### src/rtl/serial_adder.sv
// Bit-serial adder: one full-adder cell walks the operands LSB-first with a
// registered carry, producing a WIDTH-bit sum and carry-out after WIDTH cycles.
module serial_adder #(
    parameter int WIDTH = 8
) (
    input  logic             clk,
    input  logic             rst,
    input  logic             start,
    input  logic [WIDTH-1:0] a,
    input  logic [WIDTH-1:0] b,
    input  logic             c_in,
    output logic             busy,
    output logic             done,
    output logic [WIDTH-1:0] sum,
    output logic             c_out
);

    localparam int CW = (WIDTH > 1) ? $clog2(WIDTH) : 1;
    localparam logic [CW-1:0] LAST = CW'(WIDTH - 1);

    typedef enum logic [1:0] {
        IDLE = 2'd0,
        RUN  = 2'd1,
        DONE = 2'd2
    } state_t;

    state_t state, state_next;

    logic [WIDTH-1:0] shift_a, shift_b, sum_sh;
    logic             carry;
    logic [CW-1:0]    count;

    logic load, step, finish;
    logic s, co;

    // Handshake: start is sampled only in IDLE; busy marks RUN; done is a
    // one-cycle pulse after which sum/c_out hold the completed result.
    assign s    = shift_a[0] ^ shift_b[0] ^ carry;
    assign co   = (shift_a[0] & shift_b[0]) | (shift_a[0] & carry) | (shift_b[0] & carry);
    assign busy = (state == RUN);
    assign done = (state == DONE);

    always_comb begin
        state_next = state;
        load       = 1'b0;
        step       = 1'b0;
        finish     = 1'b0;
        case (state)
            IDLE: begin
                if (start) begin
                    load       = 1'b1;
                    state_next = RUN;
                end
            end
            RUN: begin
                step = 1'b1;
                if (count == LAST) begin
                    finish     = 1'b1;
                    state_next = DONE;
                end
            end
            DONE: state_next = IDLE;
            default: state_next = IDLE;
        endcase
    end

    always_ff @(posedge clk or posedge rst) begin
        if (rst) state <= IDLE;
        else     state <= state_next;
    end

    always_ff @(posedge clk or posedge rst) begin
        if (rst) begin
            shift_a <= '0;
            shift_b <= '0;
            sum_sh  <= '0;
            carry   <= 1'b0;
            count   <= '0;
            sum     <= '0;
            c_out   <= 1'b0;
        end else if (load) begin
            shift_a <= a;
            shift_b <= b;
            carry   <= c_in;
            count   <= '0;
        end else if (step) begin
            shift_a <= shift_a >> 1;
            shift_b <= shift_b >> 1;
            sum_sh  <= {s, sum_sh[WIDTH-1:1]};
            carry   <= co;
            count   <= count + 1'b1;
            // Result registers move only here so they hold steady otherwise.
            if (finish) begin
                sum   <= {s, sum_sh[WIDTH-1:1]};
                c_out <= co;
            end
        end
    end

endmodule

### config.mk
export PLATFORM = sky130hd
export DESIGN_NAME = serial_adder
export DESIGN_NICKNAME = d
export VERILOG_FILES = /design/src/rtl/serial_adder.sv
export SDC_FILE = /design/constraint.sdc
export NUM_CORES = 1
export LEC_CHECK = 0
export CAP_MARGIN = 30
export CORE_MARGIN = 1
export CORE_UTILIZATION = 40
export CTS_CLUSTER_SIZE = 16
export DETAILED_ROUTE_END_ITERATION = 6
export GPL_TIMING_DRIVEN = 0
export MAX_ROUTING_LAYER = met4
export SLEW_MARGIN = 25
export SYNTH_ARGS = -nofsm -noshare
export SYNTH_HDL_FRONTEND = slang
export SYNTH_SLANG_ARGS = --single-unit
### constraint.sdc
create_clock -name clk -period 2.2 [get_ports clk]
set_clock_uncertainty 0.15 [all_clocks]
set_input_delay 0.55 -clock clk [delete_from_list [all_inputs] [get_ports clk]]
set_output_delay 0.55 -clock clk [all_outputs]
set_load 0.05 [all_outputs]
==> flow_summary.toml <==
[run_status]
status = "finished clean"

[grt]
grt_pass1_wl_um = 5510
grt-ovfl-total = 0
grt_max_degree = 21
antenna_found_initial = 0
grt_usage_pct = 17.4
grt_pass1_vias = 1223

[synthesis]
yosysTopAreaCell = "dfrtp_1"
netlist_area_um2 = 1680
synth_seq_cells = 38
yosysSeqAreaShare_pct = 56.8
syn_inst = 134
synth_area_leaders = "dfrtp_1 (57%), mux2_2 (11%), a221oi_1 (4.7%), nor4b_1 (4.7%), inv_1 (3.8%)"
synth_top_area_share_pct = 56.8
synth_nets = 157
synth.avg_cell_area_um2 = 12.5
synth_cell_types = 19
yosys_warnings = 0

[final_layout]
final_cells = 223
fin_util_pct = 54.5
syn_to_final_growth_pct = 30.1
drive_above_1_share_pct = 22.0
fillCellCount = 334
final_area_um2 = 2180
final_cell_mix = "dfrtp_1 (37), clkdlybuf4s50_1 (28), mux2_2 (17), inv_1 (16), nor2_1 (10)"
final_common_cell = "dfrtp_1"
layout.nets = 195
antennaDiodeCount = 0

[cts]
path_clk_slew_ns = 0.07
cts_buffer_depth = 2
cts_hold_buf = 0
clkSinkCount = 38
clockRootBuffer = "clkbuf_8"
cts_htree_levels = 2
cts_setup_buffers = 0
clkLatencyLatePin_ns = 0.29
cts_tree = "yes"
cts_buffers = 5

[setup_path]
crit_arrival_ns = 1.44
crit_buf_inv = 1
crit_type = "reg -> out"
critPathMaxStageDelay_ns = 0.80
crit_family = "buffers and inverters"
path_cells = "clkdlybuf4s50_1"
crit_path_start_kind = "flop"
cp_max_fo = 2
end_kind = "output port"
cp.required_ns = 1.50
critPathSlowestCell = "clkdlybuf4s50_1"

[drt]
vias = 1190
met1_length_um = 1420
ant_nets = 0
vias_per_cell = 5.34
routed_wl_um = 3190
dr_wl_met2_um = 1560
drtIter0Drc = 89
drc_errors = 0
top_layer = "met4"
met3_wirelength_um = 144
dr.pass1.iters = 4
wl_per_cell_um = 14.3

[worst_hold_path]
hp-class = "reg -> reg"

[sta]
min_period_ns = 2.14
setup_viol = 0
max_freq_ghz = 0.468
tightest_slew_ns = 0.517
slew_headroom_pct = 65.4
hold_violations = 0
fin_crit_sh_pct = 97.0
rsz0062_at_grt = "false"
maxSlewViolCount = 0

[pwr]
switchingPower_w = 0.00121
internal-power_w = 0.00204
pwr-share-comb_pct = 45.5
ir_drop_mv = 0.501
clockPowerShare_pct = 16.9
swShare_pct = 37.2
p_seq_share_pct = 37.6
p_per_area_nw_per_um2 = 1490
leakage_nw = 0.951

[run]
cap_violations = 0

[place]
routabilityCongestion = 0.714
dpl_cell_area_um2 = 2070
place_hpwl_um = 2210
io_buffers = 30
place_inst = 215

[floorplan]
fp.dieW_um = 66.7
num_rows = 23
die_h_um = 66.7
io_pins = 31
die_area_um2 = 4450
core_um2 = 4000
start_util_pct = 41.9
## power by group through the flow
stage / logic [W] / clock network [W] / registers, W
floorplan: 0.000810 / 0 / 0.00148
global placement: 0.00145 / 0 / 0.00121
detailed placement: 0.00150 / 0 / 0.00123
CTS: 0.00150 / 0.000566 / 0.00122
global route: 0.00162 / 0.000595 / 0.00126
finish: 0.00148 / 0.000549 / 0.00122
## area by class of cell
type	instances	area (um^2)	share of cell area, %
Sequential cell	38	952	43.7
Multi-Input combinational cell	69	599	27.5
Timing Repair Buffer	31	323	14.8
Clock buffer	8	110	5.05
Buffer	10	68.8	3.16
Inverter	17	63.8	2.93
Tap cell	50	62.6	2.87
## metal layers
| layer | global-route usage [%] | vias up |
|---|---|---|
| met1 | 20.8 | 591 |
| met5 | - | - |
| met2 | 27.9 | 36 |
| li1 | - | 556 |
| met4 | 7.98 | 0 |
| met3 | 4.11 | 7 |
## sequential cells by signal, indices dropped and copies added (netlist names)
name     flops
c_out        1
carry        1
count        3
shift_a      8
shift_b      8
state        2
sum          8
sum_sh       7
## through the flow
step	worst slack, ns	hold slack [ns]	total power, W	TNS [ns]
after floorplan	0.0625	0.316	0.00229	0
after global placement	-0.280	0.330	0.00266	-6.84
after detailed placement	-0.294	0.337	0.00273	-0.557
after CTS	0.0293	0.354	0.00328	0
after global routing	0.00744	0.382	0.00347	0
final	0.0650	0.351	0.00324	0
## timing repair
action                     in CTS  in global routing
gates resized for setup        13                  4
setup endpoints to repair       2                  1
cloned                          0                  0
## cells in the mapped netlist
cell / n
a21oi_1: 1
nor2b_1: 8
a22o_1: 2
dfrtp_1: 38
o21bai_1: 1
fa_1: 1
a32o_1: 2
mux2_2: 17
buf_2: 4
a221oi_1: 9
nor4b_1: 9
inv_1: 17
clkbuf_1: 3
ha_1: 2
nand3b_1: 1
a222oi_1: 6
nor2_1: 10
buf_4: 1
buf_6: 2
## path summary, 6_finish.rpt
check	depth (start not counted)	start	to	slack, ns
worst max-delay path	1	c_out$_DFFE_PP0P_	c_out	0.06
worst min-delay path	1	shift_a[7]$_DFFE_PP0P_	shift_a[7]$_DFFE_PP0P_	0.35
worst max register to register	5	count[0]$_DFFE_PP0P_	sum[2]$_DFFE_PP0P_	0.46
worst min register to register	1	shift_a[7]$_DFFE_PP0P_	shift_a[7]$_DFFE_PP0P_	0.35
max in group asynchronous	3	rst	state[1]$_DFFE_PP0P_	1.01
min in group asynchronous	2	rst	carry$_DFFE_PP0P_	0.44
## cells by family after synthesis
| kind of cell | after synthesis | share of synthesized area, % |
|---|---|---|
| flops | 38 | 56.8 |
| simple gates | 28 | 10.4 |
| buf+inv | 27 | 7.47 |
| compound gates | 21 | 11.3 |
| mux | 17 | 11.4 |
| fa+ha+maj | 3 | 2.69 |
(Power assumes the default switching activity.)
